`src/rtl/instruction_decoder.sv`:
```
// rtl/instruction_decoder.sv - V850 front end: halfword fetch, decode, operand read, branch redirect
module instruction_decoder #(
  parameter logic [31:0] RESET_PC = 32'h0000_0000
) (
  input  logic        clk,
  input  logic        rst_n,
  output logic        imem_req_o,
  output logic [31:0] imem_addr_o,
  input  logic        imem_ack_i,
  input  logic [15:0] imem_data_i,
  input  logic [31:0] GR_i [31:0],
  input  logic [31:0] PSW_i,
  input  logic [31:0] PC_i,
  output logic [4:0]  destination_o,
  output logic [31:0] reg1_o,
  output logic [31:0] reg2_o,
  output logic        increment_bit_o,
  output logic [4:0]  circuit_sel_o,
  output logic        illegal_o
);

  typedef enum logic [1:0] {FETCH0, FETCH1, ISSUE, REDIRECT} state_t;

  state_t      state, state_nxt;
  logic [31:0] pc_q;
  logic [15:0] hw0_q;
  logic        taken_q, len4_q;

  logic [15:0] hw0, hw1;
  logic        is_long0, final_ack;
  logic [31:0] gr1, gr2, disp;
  logic [4:0]  d_sel, d_dest;
  logic [31:0] d_reg1, d_reg2;
  logic        d_ill, d_taken, d_len4, cond_ok;
  logic        unused_bits;

  assign unused_bits     = ^{PC_i[0], PSW_i[31:2]};
  assign increment_bit_o = 1'b0;

  assign is_long0  = (imem_data_i[10:8] == 3'b110) || (imem_data_i[10:5] == 6'b111111);
  assign final_ack = imem_ack_i && ((state == FETCH0 && !is_long0) || state == FETCH1);
  assign hw0       = (state == FETCH1) ? hw0_q : imem_data_i;
  assign hw1       = imem_data_i;
  assign gr1       = (hw0[4:0] == 5'd0) ? 32'h0 : GR_i[hw0[4:0]];
  assign gr2       = (hw0[15:11] == 5'd0) ? 32'h0 : GR_i[hw0[15:11]];
  assign disp      = {{23{hw0[15]}}, hw0[15:11], hw0[6:4], 1'b0};

  always_comb begin
    case (hw0[3:0])
      4'b0101: cond_ok = 1'b1;
      4'b0010: cond_ok = PSW_i[0];
      4'b1010: cond_ok = !PSW_i[0];
      4'b0100: cond_ok = PSW_i[1];
      4'b1100: cond_ok = !PSW_i[1];
      default: cond_ok = 1'b0;
    endcase
  end

  always_comb begin
    d_sel   = 5'd0;
    d_dest  = hw0[15:11];
    d_reg1  = gr1;
    d_reg2  = gr2;
    d_ill   = 1'b0;
    d_taken = 1'b0;
    d_len4  = 1'b0;
    if (state == FETCH1) begin
      d_len4 = 1'b1;
      if (hw0[10:5] == 6'b110000) begin
        d_sel  = 5'd1;
        d_reg2 = {{16{hw1[15]}}, hw1};
      end else if (hw0[10:5] == 6'b110110) begin
        d_sel  = 5'd2;
        d_reg2 = {16'h0, hw1};
      end else if (hw0[10:5] == 6'b110100) begin
        d_sel  = 5'd3;
        d_reg2 = {16'h0, hw1};
      end else if (hw0[10:0] == 11'b11111100000 && hw1[10:0] == 11'b01101000000) begin
        d_sel  = 5'd7;
        d_dest = hw1[15:11];
        d_reg1 = 32'h0;
        d_reg2 = {gr2[7:0], gr2[15:8], gr2[23:16], gr2[31:24]};
      end else if (hw0[10:0] == 11'b11111100000 && hw1[10:0] == 11'b01101000010) begin
        d_sel  = 5'd6;
        d_dest = hw1[15:11];
        d_reg1 = 32'h0;
        d_reg2 = {gr2[23:16], gr2[31:24], gr2[7:0], gr2[15:8]};
      end else begin
        d_ill  = 1'b1;
        d_len4 = 1'b0;
      end
    end else begin
      casez (hw0[10:5])
        6'b001110: d_sel = 5'd1;
        6'b001010: d_sel = 5'd2;
        6'b001000: d_sel = 5'd3;
        6'b010010: begin
          d_sel  = 5'd1;
          d_reg1 = {{27{hw0[4]}}, hw0[4:0]};
        end
        6'b1011??: begin
          if (cond_ok) begin
            d_sel   = 5'd1;
            d_taken = 1'b1;
            d_dest  = 5'd0;
            d_reg1  = pc_q;
            d_reg2  = disp;
          end
        end
        default: d_ill = 1'b1;
      endcase
    end
    // A write to r0 would alias the PC-write encoding, so it is dropped.
    if (d_dest == 5'd0 && !d_taken) d_sel = 5'd0;
    if (d_sel == 5'd0) begin
      d_dest = 5'd0;
      d_reg1 = 32'h0;
      d_reg2 = 32'h0;
    end
  end

  always_ff @(posedge clk) begin
    if (!rst_n) state <= FETCH0;
    else        state <= state_nxt;
  end

  always_comb begin
    state_nxt = state;
    case (state)
      FETCH0:   if (imem_ack_i) state_nxt = is_long0 ? FETCH1 : ISSUE;
      FETCH1:   if (imem_ack_i) state_nxt = ISSUE;
      ISSUE:    state_nxt = taken_q ? REDIRECT : FETCH0;
      REDIRECT: state_nxt = FETCH0;
      default:  state_nxt = FETCH0;
    endcase
  end

  always_comb begin
    imem_req_o  = rst_n && (state == FETCH0 || state == FETCH1);
    imem_addr_o = (state == FETCH1) ? pc_q + 32'd2 : pc_q;
  end

  always_ff @(posedge clk) begin
    if (!rst_n) begin
      pc_q          <= RESET_PC;
      hw0_q         <= 16'h0;
      taken_q       <= 1'b0;
      len4_q        <= 1'b0;
      circuit_sel_o <= 5'd0;
      destination_o <= 5'd0;
      reg1_o        <= 32'h0;
      reg2_o        <= 32'h0;
      illegal_o     <= 1'b0;
    end else begin
      circuit_sel_o <= 5'd0;
      destination_o <= 5'd0;
      reg1_o        <= 32'h0;
      reg2_o        <= 32'h0;
      illegal_o     <= 1'b0;
      if (state == FETCH0 && imem_ack_i && is_long0) hw0_q <= imem_data_i;
      if (final_ack) begin
        circuit_sel_o <= d_sel;
        destination_o <= d_dest;
        reg1_o        <= d_reg1;
        reg2_o        <= d_reg2;
        illegal_o     <= d_ill;
        taken_q       <= d_taken;
        len4_q        <= d_len4;
      end
      if (state == ISSUE && !taken_q) pc_q <= pc_q + (len4_q ? 32'd4 : 32'd2);
      if (state == REDIRECT)          pc_q <= {PC_i[31:1], 1'b0};
    end
  end

endmodule

```
`config.mk`:
```
export PLATFORM = sky130hd
export DESIGN_NAME = instruction_decoder
export DESIGN_NICKNAME = d
export VERILOG_FILES = /design/src/rtl/instruction_decoder.sv
export SDC_FILE = /design/constraint.sdc
export NUM_CORES = 2
export LEC_CHECK = 0
export BUFFER_PORTS_ARGS = -buffer_cell sky130_fd_sc_hd__buf_2
export CAP_MARGIN = 0
export CORE_AREA = 2 2 472 474
export DETAILED_ROUTE_END_ITERATION = 16
export DIE_AREA = 0 0 474 476
export SLEW_MARGIN = 30
export SYNTH_ARGS = -nofsm -noshare
export SYNTH_HDL_FRONTEND = slang
export SYNTH_SLANG_ARGS = --single-unit
```
`constraint.sdc`:
```
create_clock -name clk -period 4.5 [get_ports clk]
set_input_delay 0.45 -clock clk [delete_from_list [all_inputs] [get_ports clk]]
set_output_delay 0.45 -clock clk [all_outputs]
set_load 0.02 [all_outputs]
```
Yosys cells after proc, flatten, opt, wreduce, memory -nomap -nowiden
Index checks and enable logic that the tools add are counted.
{"block": "totals", "regBits": 127, "input_bits": 1107, "out_inout_bits": 109, "word_cells": 135}
{"block": "op_classes", "n_addsub": 2, "order_cmp": 2, "eq_ne": 23, "n_mux": 66, "bitwise_logic": 2, "n_reduce_logical": 29}
{"cell": "32-bit 2-to-1 mux", "count": 22}
{"cell": "32-bit binary-select mux with 5-bit select", "count": 2}
{"cell": "32-bit case mux with 2 select lines", "count": 1}
{"cell": "5-bit 2-to-1 mux", "count": 10}
{"cell": "32-bit by 2-bit adder with 32-bit output (second input constant)", "count": 1}
{"cell": "32-bit by 3-bit adder with 32-bit output", "count": 1}
{"cell": "6-bit equality test (second input constant)", "count": 4}
{"cell": "11-bit by 10-bit equality test with 1-bit output (second input constant)", "count": 2}
{"cell": "5-bit logical NOT", "count": 4}
{"cell": "6-bit by 4-bit equality test with 1-bit output (second input constant)", "count": 3}
{"cell": "3-bit 2-to-1 mux", "count": 6}
{"cell": "1-bit 2-to-1 mux", "count": 17}
{"cell": "16-bit 2-to-1 mux", "count": 1}
{"cell": "2-bit case mux with 4 select lines", "count": 2}
{"cell": "4-bit equality test (second input constant)", "count": 3}
{"cell": "5-bit by 6-bit less-than comparator with 1-bit output (second input constant)", "count": 2}
{"cell": "11-bit equality test (second input constant)", "count": 1}
{"cell": "1-bit logical AND", "count": 9}
{"cell": "4-bit by 3-bit equality test with 1-bit output (second input constant)", "count": 2}
{"cell": "2-bit 2-to-1 mux", "count": 4}
{"cell": "6-bit by 5-bit equality test with 1-bit output (second input constant)", "count": 1}
{"cell": "1-bit logical NOT", "count": 5}
{"cell": "1-bit case mux with 5 select lines", "count": 1}
{"cell": "5-bit OR reduction", "count": 1}
{"cell": "other kinds (12)", "count": 19}

Depth between registers and ports, before layout
{"block": "logic_depth", "word_depth": 15, "mapped_depth": 15, "depth_no_buf": 12}

Least setup slack after synthesis
OpenSTA, ideal clock, no wires.
{"block": "synth_path", "path_type": "register -> output", "start": "reg state[1]", "end": "out imem_addr_o[24]", "arrival_time_ns": 2.730, "required_time_ns": 4.050, "path_slack_ns": 1.320, "path_stages_with_launch": 11, "n_path_buf": 5, "path_cell_list": "dfxtp_1 nand2b_1 buf_4 buf_4 buf_2 buf_2 or3_1 clkbuf_1 nor4_1 nand3_1 xnor2_1"}
{"block": "synth_via", "elab_chain_cells": 2}
{"element": "from (decl)", "line": "24", "source": "state_t state, state_nxt;"}
{"element": "from (signal assigned)", "line": "124", "source": "else state <= state_nxt;"}
{"element": "2-bit by 1-bit equality test with 1-bit output", "line": "140", "source": "imem_addr_o = (state == FETCH1) ? pc_q + 32'd2 : pc_q;"}
{"element": "32-bit 2-to-1 mux", "line": "140"}
{"element": "to (decl)", "line": "8", "source": "output logic [31:0] imem_addr_o,"}
No other way between the ends.

Final worst setup path
{"block": "layout_path", "start": "reg state[1]", "end": "reg reg2_o[15]"}
{"block": "layout_via", "elab_chain_cells": 15, "word_cells_on_any_way": 62, "classes_between": "eq/ne (15); mux (33); bitwise (1); reduce/logical (13)"}
{"element": "2-bit by 1-bit equality test with 1-bit output", "line": "41, 42, 67"}
{"element": "16-bit 2-to-1 mux", "line": "42", "source": "assign hw0 = (state == FETCH1) ? hw0_q : imem_data_i;"}
{"element": "11-bit equality test", "line": "78, 83"}
{"element": "1-bit logical AND", "line": "83", "source": "end else if (hw0[10:0] == 11'b11111100000 && hw1[10:0] == 11'b01101000010) begin"}
{"element": "5-bit 2-to-1 mux", "line": "83"}
{"element": "5-bit 2-to-1 mux", "line": "78", "source": "end else if (hw0[10:0] == 11'b11111100000 && hw1[10:0] == 11'b01101000000) begin"}
{"element": "5-bit 2-to-1 mux", "line": "75", "source": "end else if (hw0[10:5] == 6'b110100) begin"}
{"element": "5-bit 2-to-1 mux", "line": "72", "source": "end else if (hw0[10:5] == 6'b110110) begin"}
{"element": "5-bit 2-to-1 mux", "line": "69", "source": "if (hw0[10:5] == 6'b110000) begin"}
{"element": "5-bit 2-to-1 mux", "line": "67", "source": "if (state == FETCH1) begin"}
{"element": "5-bit logical NOT", "line": "114", "source": "if (d_dest == 5'd0 && !d_taken) d_sel = 5'd0;"}
{"element": "1-bit logical AND", "line": "114"}
{"element": "5-bit 2-to-1 mux", "line": "114"}
{"element": "5-bit logical NOT", "line": "115", "source": "if (d_sel == 5'd0) begin"}
{"element": "3-bit OR reduction (no line)"}
{"element": "to (signal assigned)", "line": "165", "source": "reg2_o <= d_reg2;"}
{"element": "to (decl)", "line": "16", "source": "output logic [31:0] reg2_o,"}
Parallel ways exist; a longest one is shown, timed or not. The select of a mux whose other input is x is not followed.
A chain may end at the register's enable or synchronous reset.

==> impl_metrics.yaml <==
synth:
  synth_area_per_cell_sq_um: 8.68
  syn_area_sq_um: 23600
  async_reset_ff_share_pct: 0
  synth-seq-cells: 124
  synth_cells: 2714
  synth_seq_area_share_pct: 10.5
  ys.flop_type: "dfxtp_1"
  yosys_warnings: 0
  synth_cell_types: 77
  synth_edf_count: 0
finish:
  layout_common_cells: "buf_2 (1180), nand2_1 (388), mux4_2 (380)"
  drive_gt1_share_pct: 49.2
  syn_to_final_growth_pct: 51.1
  nets: 4965
  nFillCells: 25200
  final_common_cell: "buf_2"
worst_setup_path:
  path_buf_inv: 5
  crit_end: "reg2_o[15]"
  critical-path-slowest-cell: "a222oi_1"
  path_cells: "and2b_4 -> o21ai_4 -> buf_12 -> buf_12 -> buf_12 -> mux2i_1 -> a222oi_1 -> a21boi_0 -> buf_4 -> nand4b_1 -> buf_4 -> a21oi_1 -> a21boi_0 -> o32ai_1"
  crit_required_ps: 4900
  r2r_cells: 14
  timing.rr.end: "reg2_o[15]"
  crit_path_frequent_cell: "buf_12"
  critical-path-top-delay-family: "compound AO/OA/AOI/OAI gates"
  startpoint_type: "flop"
  path_class: "flop to flop"
  r2r_slack_ps: 150
  endpoint_kind: "flop"
  cp.depth: 14
  cp_max_fo: 39
  crit_arrival_ps: 4760
  r2r-start: "state[1]"
  cpPeakStageDelay_ps: 860
  crit_start: "state[1]"
sta:
  maxSlewViolCount: 0
  finalHoldViolations: 0
  worst_pin_slew_ps: 1060
  skew_ps: 16.0
  max_freq_mhz: 230
  slew-limit-headroom_pct: 29.3
  hold_ws_ps: 269
  setup_tns_ps: 0
  post-route-min-period_ps: 4350
  rsz0062_at_grt: "false"
  period_share_pct: 96.8
  finalSetupViolCount: 0
place:
  dp_hpwl_um: 221000
  port_buffers: 1180
  place_congestion: 1.06
global_routing:
  grt_antenna_before_repair: 270
  grt_usage_pct: 22.0
  grt_pass1_wl_um: 327000
  grt_overflow_total: 0
  grt_pass1_vias: 31800
  grt_max_degree: 72
clock_tree:
  cts-root-buf: "clkbuf_16"
  cts_tree: "yes"
  h-tree-depth: 4
  clk_pin_slew_ps: 80
  numCtsBuffers: 17
  clk_latency_ps: 490
  cts.sinks: 124
  cts_buffer_depth: 2
route:
  wire_per_inst_um: 37.0
  drt_iter0_drc: 4377
  vias: 33800
  drc: 0
  ant_nets: 0
  drtPass1Iterations: 6
  routed_wl_um: 262000
  routed_via_density: 4.78
power_and_ir_drop:
  pwr-share-seq_pct: 15.0
  switchingPower_mw: 3.78
  ir_drop_v: 0.000239
  p_clk_share_pct: 19.7
  pwr-share-comb_pct: 65.3
  p_per_area_nw_per_um2: 218
  p_total_mw: 7.76
  leakage_nw: 13.8
  power.internal_mw: 3.98
  swShare_pct: 48.7
hold_path:
  hold_path_startpoint: "PC_i[28]"
  hp-class: "input pin to flop"
floorplanning:
  pin_count: 1216
  rows: 173
  core_sq_um: 221000
  die_h_um: 476
  die_w_um: 474
  start_util_pct: 10.7
  dieArea_sq_um: 226000
flow_run:
  cap_violations: 0
run_status:
  run_status: "finished, final reports clean"
registers in the layout, summed over array words and instances, names as in the netlist:
name,count
reg1_o,32
reg2_o,32
pc_q,31
hw0_q,16
destination_o,5
circuit_sel_o,3
state,2
illegal_o,1
len4_q,1
taken_q,1
power by group through the flow:
stage               clock [mW]  combinational (mW)  sequential, mW
floorplan                    0                2.31            1.18
global placement             0                5.00            1.19
detailed placement           0                5.03            1.19
CTS                       1.57                5.05            1.16
global route              1.59                5.29            1.17
finish                    1.53                5.07            1.17
stage by stage:
step / instance area [sq um] / util [%] / instances / setup WS [ps]
finish: 35600 / 16.1 / 7064 / 145
global route: 35400 / 16.0 / 6992 / 107
CTS: 35000 / 15.8 / 6842 / 86.1
detailed placement: 34400 / 15.6 / 6808 / -275
global placement: 34400 / 15.6 / 6808 / -239
floorplan: 23600 / - / 2717 / 1320
kinds of logic (layout without fill, tap and decap cells):
| logic type | Yosys count | after routing | share of synthesized area [%] |
|---|---|---|---|
| xor+xnor | 30 | 30 | 1.12 |
| mux | 529 | 529 | 42.7 |
| buf+inv | 350 | 1500 | 6.80 |
| fa+ha+maj | 4 | 4 | 0.244 |
| simple gates | 974 | 974 | 19.3 |
| other cells | 1 | 226 | 0.0159 |
| compound gates | 702 | 702 | 19.3 |
| flops | 124 | 124 | 10.5 |
synth_stat cells (all sizes together), types with 21 or more instances:
cell type | count | area share, %
nand2 | 391 | 6.2
mux4 | 380 | 36
nor2 | 197 | 3.1
buf | 167 | 3.9
clkbuf | 156 | 2.5
o21ai | 148 | 3.2
mux2i | 140 | 5.9
o22ai | 136 | 3.6
dfxtp | 124 | 11
nand3 | 110 | 2.3
a21oi | 105 | 2.2
a31oi | 99 | 2.6
nor3 | 90 | 1.9
nand4 | 58 | 1.5
a22oi | 55 | 1.8
inv | 26 | 0.41
a211oi | 23 | 0.73
and2 | 21 | 0.56
o32ai | 21 | 0.78
repair_timing:
| action | 4_1_cts | 5_1_grt |
|---|---|---|
| resized for setup | 3 | 2 |
| pin swaps | 0 | 1 |
| endpoints found under the setup margin | 2 | 2 |
| buffers inserted | 2 | 0 |
| hold buffers | 0 | 0 |
how the worst min path moves through the flow:
stage	to	slack [ps]	cells after the start
2_1_floorplan	hw0_q[9]	460	1
3_3_place_gp	hw0_q[9]	500	1
3_5_place_dp	hw0_q[9]	510	1
4_1_cts	pc_q[28]	220	3
5_1_grt	pc_q[28]	270	3
6_report	pc_q[28]	270	3
worst reg2reg max path: stages, from the launching register on:
cell	delay, ps
dfxtp_2	470
and2b_4	300
o21ai_4	210
buf_12	180
buf_12	240
buf_12	300
mux2i_1	150
a222oi_1	860
a21boi_0	430
buf_4	240
nand4b_1	90
buf_4	220
a21oi_1	110
a21boi_0	130
o32ai_1	320
metal layers:
layer / global-route usage (%) / share of wire [%] / up-vias
met3: 8.56 / 12 / 728
met5: 0.618 / 0.33 / -
met1: 26.0 / 38 / 16700
met2: 33.8 / 43 / 2877
li1: - / - / 13400
met4: 13.0 / 6.6 / 124
layout make-up:
type	count	area, sq um	share of cell area (%)
clock inverters	14	160	0.450
repair buffers	1441	8380	23.5
well taps	2975	3720	10.5
flip-flops and latches	124	2480	6.98
multi-input cells	2243	19800	55.5
inverters	27	101	0.285
diodes	222	556	1.56
clock buffers	18	439	1.23
(Power assumes the default switching activity.)
